## config.mk

```make
export PLATFORM = sky130hd
export DESIGN_NAME = branch_pc_unit
export DESIGN_NICKNAME = d
export VERILOG_FILES = /design/src/rtl/cpu_pkg.sv /design/src/rtl/branch_cond.sv /design/src/rtl/branch_pc_unit.sv
export SDC_FILE = /design/constraint.sdc
export NUM_CORES = 1
export LEC_CHECK = 0
export CORE_MARGIN = 5
export CORE_UTILIZATION = 55
export CTS_CLUSTER_SIZE = 16
export DETAILED_ROUTE_END_ITERATION = 7
export DONT_BUFFER_PORTS = 1
export MAX_ROUTING_LAYER = met4
export PLACE_DENSITY = 0.79
export SETUP_SLACK_MARGIN = 0.02
export SLEW_MARGIN = 30
export SYNTH_ARGS = -nofsm -noshare
export SYNTH_HDL_FRONTEND = slang
export SYNTH_SLANG_ARGS = --single-unit
```

## constraint.sdc

```tcl
create_clock -name clk -period 5 [get_ports clk]
set_clock_uncertainty 0.2 [all_clocks]
set_input_delay 0.75 -clock clk [delete_from_list [all_inputs] [get_ports clk]]
set_output_delay 0.75 -clock clk [all_outputs]
set_load 0.03 [all_outputs]
```

## src/rtl/cpu_pkg.sv

```systemverilog
// rtl/cpu_pkg.sv - shared branch opcode, state and width definitions for the core
package cpu_pkg;

  localparam int BR_OP_W = 3;

  typedef enum logic [BR_OP_W-1:0] {
    BR_NONE = 3'b000,
    BR_BEQ  = 3'b001,
    BR_BLT  = 3'b010,
    BR_BNE  = 3'b011,
    BR_BGE  = 3'b100,
    BR_JMP  = 3'b101,
    BR_HALT = 3'b110,
    BR_RSVD = 3'b111
  } br_op_e;

  typedef enum logic [1:0] {
    IDLE  = 2'd0,
    RUN   = 2'd1,
    FLUSH = 2'd2,
    HALT  = 2'd3
  } state_e;

endpackage

```

## src/rtl/branch_cond.sv

```systemverilog
// rtl/branch_cond.sv - combinational branch condition decode from ALU flags
module branch_cond
  import cpu_pkg::*;
(
  input  logic [BR_OP_W-1:0] br_op,
  input  logic               equal,
  input  logic               lessthan,
  output logic               taken,
  output logic               is_halt
);

  // Map opcode and flags to a taken decision; halt is reported separately, never as taken
  always_comb begin
    taken   = 1'b0;
    is_halt = 1'b0;
    case (br_op_e'(br_op))
      BR_BEQ:  taken = equal;
      BR_BLT:  taken = lessthan;
      BR_BNE:  taken = ~equal;
      BR_BGE:  taken = ~lessthan;
      BR_JMP:  taken = 1'b1;
      BR_HALT: is_halt = 1'b1;
      default: taken = 1'b0;
    endcase
  end

endmodule

```

## src/rtl/branch_pc_unit.sv

```systemverilog
// rtl/branch_pc_unit.sv - program counter, branch resolution and fetch flush control
module branch_pc_unit
  import cpu_pkg::*;
#(
  parameter int          PC_W         = 16,
  parameter int          TGT_W        = 8,
  parameter int          REL_BR       = 0,
  parameter int          FLUSH_CYCLES = 1,
  parameter int unsigned START_PC     = 0,
  parameter int          CNT_W        = 16
) (
  input  logic               clk,
  input  logic               reset,
  input  logic               start,
  input  logic               stall,
  input  logic [BR_OP_W-1:0] br_op,
  input  logic               equal,
  input  logic               lessthan,
  input  logic [TGT_W-1:0]   target,
  output logic [PC_W-1:0]    pc,
  output logic               branch,
  output logic               flush,
  output logic               halted,
  output logic [CNT_W-1:0]   taken_count
);

  if (TGT_W > PC_W) begin : g_tgt_chk
    $error("TGT_W must not exceed PC_W");
  end
  if (FLUSH_CYCLES < 1 || FLUSH_CYCLES > 7) begin : g_flush_chk
    $error("FLUSH_CYCLES must be in 1..7");
  end

  state_e          state;
  logic [2:0]      fcnt;
  logic            taken;
  logic            is_halt;
  logic [PC_W-1:0] br_target;

  branch_cond u_cond (
    .br_op    (br_op),
    .equal    (equal),
    .lessthan (lessthan),
    .taken    (taken),
    .is_halt  (is_halt)
  );

  // Branch destination: absolute zero-extended target or pc-relative signed offset
  always_comb begin
    br_target = PC_W'(target);
    if (REL_BR != 0) begin
      br_target = pc + PC_W'($signed(target));
    end
  end

  // Control FSM; stall freezes everything except the one-cycle branch pulse
  always_ff @(posedge clk) begin
    if (reset) begin
      state       <= IDLE;
      pc          <= '0;
      branch      <= 1'b0;
      flush       <= 1'b0;
      halted      <= 1'b0;
      taken_count <= '0;
      fcnt        <= '0;
    end else if (stall) begin
      branch <= 1'b0;
    end else begin
      branch <= 1'b0;
      case (state)
        IDLE: begin
          if (start) begin
            pc    <= PC_W'(START_PC);
            state <= RUN;
          end
        end
        RUN: begin
          if (is_halt) begin
            halted <= 1'b1;
            state  <= HALT;
          end else if (taken) begin
            pc     <= br_target;
            branch <= 1'b1;
            flush  <= 1'b1;
            fcnt   <= 3'(FLUSH_CYCLES - 1);
            state  <= FLUSH;
            if (taken_count != '1) begin
              taken_count <= taken_count + CNT_W'(1);
            end
          end else begin
            pc <= pc + PC_W'(1);
          end
        end
        FLUSH: begin
          // Wrong-path opcodes are ignored while the pipe drains
          pc <= pc + PC_W'(1);
          if (fcnt == 3'd0) begin
            flush <= 1'b0;
            state <= RUN;
          end else begin
            fcnt <= fcnt - 3'd1;
          end
        end
        HALT: begin
          if (start) begin
            pc     <= PC_W'(START_PC);
            halted <= 1'b0;
            state  <= RUN;
          end
        end
        default: state <= IDLE;
      endcase
    end
  end

endmodule

```

## Word-level counts from Yosys, hierarchy flattened

Cells that the tools add are included.

| word-level totals | value |
|---|---|
| flip-flop bits (word level) | 40 |

| operators by class | value |
|---|---|
| $add $sub $neg | 3 |
| equal/unequal tests | 18 |
| mux-type cells | 23 |
| bitwise operators | 5 |
| reductions and logical operators | 12 |

Operator list:

| kind | count |
|---|---|
| 16-bit 2-to-1 mux | 3 |
| 16-bit one-hot mux with 3 select lines | 1 |
| 16-bit by 1-bit adder with 16-bit output (second input constant) | 2 |
| 16-bit != test (second input constant) | 1 |
| 5-bit AND reduction | 3 |
| 2-bit != test (second input constant) | 6 |
| 3-bit equality test (second input constant) | 3 |
| 3-bit 2-to-1 mux | 3 |
| 2-bit 2-to-1 mux | 4 |
| 4-bit AND reduction | 2 |
| 1-bit 2-to-1 mux | 7 |
| 3-bit by 2-bit equality test with 1-bit output (second input constant) | 2 |
| 2-bit one-hot mux with 3 select lines | 1 |
| 3-bit one-hot mux with 2 select lines | 1 |
| 1-bit inverter | 5 |
| 1-bit one-hot mux with 5 select lines | 1 |
| 2-bit equality test (second input constant) | 2 |
| 1-bit one-hot mux with 2 select lines | 2 |
| 2-bit nonzero test | 2 |
| 4-bit OR reduction | 1 |
| 3-bit by 1-bit equality test with 1-bit output (second input constant) | 1 |
| 3-bit zero test | 1 |
| 3-bit != test (second input constant) | 1 |
| 3-bit AND reduction | 1 |
| other kinds (5) | 5 |

## Logic depth before layout (Yosys ltp)

| logic depth | value |
|---|---|
| depth after elaboration | 5 |
| gate-level depth with buffers | 8 |

## Cells and area by module

A second synthesis with hierarchy kept.

| unflattened totals | value |
|---|---|
| cells, all modules | 273 |
| area, all modules | 2,285.9 um^2 |

By module, submodules not included:

| module | instances | cells each | area an instance (um^2) |
|---|---|---|---|
| branch_pc_unit | 1 | 266 | 2,240.9 |
| branch_cond | 1 | 7 | 45.0 |

## Worst setup path before layout

Ideal clock, no wire load.

| timing path | value |
|---|---|
| path kind | input to register |
| start point | in equal |
| end point | reg fcnt[0] |
| library setup time | 0.117 ns |
| arrival time | 2.138 ns |
| data required time | 4.683 ns |
| setup slack | 2.545 ns |
| stages | 5 |
| buffers on the path | 0 |
| cell sequence | and2_4 > or4b_2 > a31oi_4 > o21ai_0 > a32o_1 |

| on the way | value |
|---|---|
| longest elaborated chain between the ends | 4 |

RTL lines:

| item | line | RTL |
|---|---|---|
| from (decl) | branch_pc_unit.sv:17 | `input logic equal,` |
| 1-bit inverter | branch_cond.sv:19 | `BR_BNE: taken = ~equal;` |
| 1-bit one-hot mux with 5 select lines (*) | branch_cond.sv:16 | `case (br_op_e'(br_op))` |
| 2-bit != test (no line) (*) | n/a |  |
| 5-bit AND reduction (no line) (*) | n/a |  |
| to (signal assigned) | branch_pc_unit.sv:85 | `fcnt <= 3'(FLUSH_CYCLES - 1);` |
| to (signal assigned) | branch_pc_unit.sv:101 | `fcnt <= fcnt - 3'd1;` |
| to (decl) | branch_pc_unit.sv:35 | `logic [2:0] fcnt;` |

Mark *: on every way between the ends. The rest lies on a longest branch, timed or not.
A chain may end at the register's enable or synchronous reset.

## Final worst setup path

| timing path | value |
|---|---|
| start point | reg state[1] |
| end point | reg pc[9] |

| on the way | value |
|---|---|
| longest elaborated chain between the ends | 4 |

RTL lines:

| item | line | RTL |
|---|---|---|
| from (decl) | branch_pc_unit.sv:34 | `state_e state;` |
| from (signal assigned) | branch_pc_unit.sv:59 | `state <= IDLE;` |
| from (signal assigned) | branch_pc_unit.sv:74 | `state <= RUN;` |
| from (signal assigned) | branch_pc_unit.sv:80 | `state <= HALT;` |
| 2-bit equality test or 2-bit zero test (tied branches) | branch_pc_unit.sv:70 | `case (state)` |
| 2-bit OR reduction (no line) | n/a |  |
| 2-bit by 1-bit != test with 1-bit output (no line) | n/a |  |
| 3-bit AND reduction (no line) | n/a |  |
| to (signal assigned) | branch_pc_unit.sv:73 | `pc <= PC_W'(START_PC);` |
| to (signal assigned) | branch_pc_unit.sv:82 | `pc <= br_target;` |
| to (signal assigned) | branch_pc_unit.sv:91 | `pc <= pc + PC_W'(1);` |
| to (decl) | branch_pc_unit.sv:20 | `output logic [PC_W-1:0] pc,` |

Parallel ways exist; a longest one is shown, timed or not.

==> reports/summary.txt <==
DRT antenna net count = 0
Placement Rows = 23
Post-synth EDFFs = 0
Largest area contributor in the netlist = dfxtp_1
First-pass GRT wire length = 8438 um
Area contributors post-synth = dfxtp_1, ha_1, a21oi_1
Syn Inst Count = 280
Clk network pwr share = 41.6%
Sum Neg Setup Slack = 0 ns
Via-to-Cell Ratio = 6.301
Synth top cells by count = dfxtp_1, nor2_1, nand2_1, a21oi_1, nand3_1
Avg WL per Cell = 15.95 um
Leakage = 0.8103 nW
Outcome = complete, no violations
# DRC = 0
IO Pins = 52
CTS Buffer Depth = 2
Total gr overflow = 0
Mapped Area = 2311 um^2
Final Max Tran Viols = 0
Worst-Skew Late Latency = 0.29 ns
Critical Path Fanout Max = 8
Flop pwr share = 48.9%
Sw frac = 24.17%
Async SR Flop Fraction = 0%
RSZ-0062 raised after global routing = false
Most common cell in the synthesized netlist = dfxtp_1
Post-layout min period = 2.593 ns
Post-CTS Hold Buffers = 0
Largest net degree at the start of global routing = 35
Main synth FF type = dfxtp_1
Final setup viols = 0
Hold Worst Slack = 0.3138 ns
Max-cap viol count = 0
Setup crit start kind = register
Synth top area share = 34.65%
Sequential share of the synthesized area = 34.65%
DRT Pass-1 Iters = 4
Gate power share = 9.5%
Critical path class = register to register
Routed vias = 2054
Fmax = 385.7 MHz
Post-Syn Area per Cell = 8.253 um^2
Initial Util = 57.36%
Synth Warn # = 0
Final setup margin = 2.407 ns
Final Net Count = 300
Fin util = 60.75%
Post-cts resize count = 0
Antenna Cells = 0
RD Place Congestion = 0.8127
Syn Nets = 305
Post-synth cell types = 50
Crit path capture type = register
GRT Util Overall = 20.13%
Clk sinks = 40
Power Density = 283.7 nW/um^2
Layout cells sized above 1 = 6.159%
Setup Fix Bufs, Post-CTS = 0
CTS root buf = clkbuf_8
Max VDD drop = 0.0001336 V
CP arrival = 2.56 ns
Net Sw Power = 0.0001678 W
H-tree depth = 2
Fin crit share = 51.85%
Die Wd = 74.82 um
Vias in the first global route = 1815
Slew HR = 40.07%
CTS buffer count = 5
HPWL Detailed = 3691 um
Hold Crit Class = input pin to register
Drt total wl = 5199 um
Layout area overhead = 5.902%
PortBufs = 0
CTS tree = done
Initial antenna violation count = 0
CP Data Required Time = 4.96 ns
Core area = 4029 um^2
Full die area = 5598 um^2
Worst Tran Pin Value = 0.8907 ns
Final hold vios = 0
DR iter-0 viols = 196
DIE HEIGHT = 74.82 um
#FFs+latches synth = 40
Pint = 0.0005266 W
Dpl ws = 2.355 ns
Clock transition at the registers of the reported paths = 0.08 ns
-- final timing paths --
| path | startpoint | to | slack [ns] | cells past startpoint |
|---|---|---|---|---|
| max reg2reg | state[1] | pc[9] | 2.41 | 8 |
| min | reset | taken_count[6] | 0.31 | 1 |
| min reg2reg | state[1] | state[1] | 0.33 | 2 |
| max | state[1] | pc[9] | 2.41 | 8 |
-- per-layer routing --
metal,global-route usage (%),up-vias,wire [um]
met4,7.115,0,29
li1,-,1027,-
met3,7.210,2,363
met1,26.91,961,2409
met2,27.85,64,2396
met5,-,-,0
-- sequential cells by signal, indices dropped and copies added (netlist names) --
register and cells:
state 2, pc 16, fcnt 3, flush 1
branch 1, taken_count 16, halted 1
-- stage by stage --
stage	area (um^2)	total power, W	instances
finish	2447	0.0006944	326
detailed placement	2321	0.0004123	318
CTS	2447	0.0006982	326
floorplan	2311	0.0004030	280
global route	2447	0.0007270	326
global placement	2321	0.0004107	318
-- area by class of cell --
cell class	count	area [um^2]
clock inverter	1	30.03
fill	379	1582
timing repair buffer	1	7.507
clock buffer	7	96.34
multi-input combinational	220	1424
tap	50	62.56
sequential	40	800.8
inverter	7	26.28
-- critical path, stage by stage, from the launching register on --
cell	delay, ns
dfxtp_1	0.41
inv_1	0.08
ha_1	0.29
and4b_1	0.28
nor3_1	0.59
buf_4	0.28
nand4_1	0.11
xor2_1	0.17
nor2_1	0.05
-- power by group through the flow --
| stage | Clock [W] | Combinational, W | Sequential [W] |
|---|---|---|---|
| 3_3_place_gp | 0 | 0.0000637 | 0.000347 |
| 4_1_cts | 0.000293 | 0.0000653 | 0.000340 |
| 6_report | 0.000289 | 0.0000658 | 0.000340 |
| 2_1_floorplan | 0 | 0.0000585 | 0.000345 |
| 5_1_grt | 0.000312 | 0.0000738 | 0.000341 |
| 3_5_place_dp | 0 | 0.0000649 | 0.000347 |
-- logic make-up (layout without fill, tap and decap cells) --
logic type / count (synthesis) / after routing / synth area share [%]
and+or+nand+nor: 129 / 129 / 30.81
muxes: 2 / 2 / 0.9204
xor gates and xnor gates: 13 / 13 / 4.927
adders and majority gates: 8 / 8 / 4.332
buffers and inverters: 20 / 16 / 3.736
DFF: 40 / 40 / 34.65
AOI/OAI and AO/OA: 68 / 68 / 20.63
-- cells in the final DEF, fill, tap and decap left out, types with 2 or more instances in the layout --
cell / instances
o31ai_1: 10
nand2b_1: 3
nand2_1: 23
xnor2_1: 4
o21ai_0: 13
a311oi_1: 3
a211oi_1: 3
o21a_1: 3
inv_1: 7
xor2_1: 9
or4_1: 10
a32o_1: 2
dfxtp_1: 40
nand3b_1: 4
or3_1: 5
a31oi_1: 2
nand4_1: 9
nor3_1: 5
ha_1: 8
a21oi_1: 18
nor4_1: 2
and3_1: 9
a2bb2oi_1: 5
nand3_1: 17
nor2_1: 24
clkbuf_8: 7
and2_1: 2
nor2b_1: 7
Power figures use the tool's default switching activity.
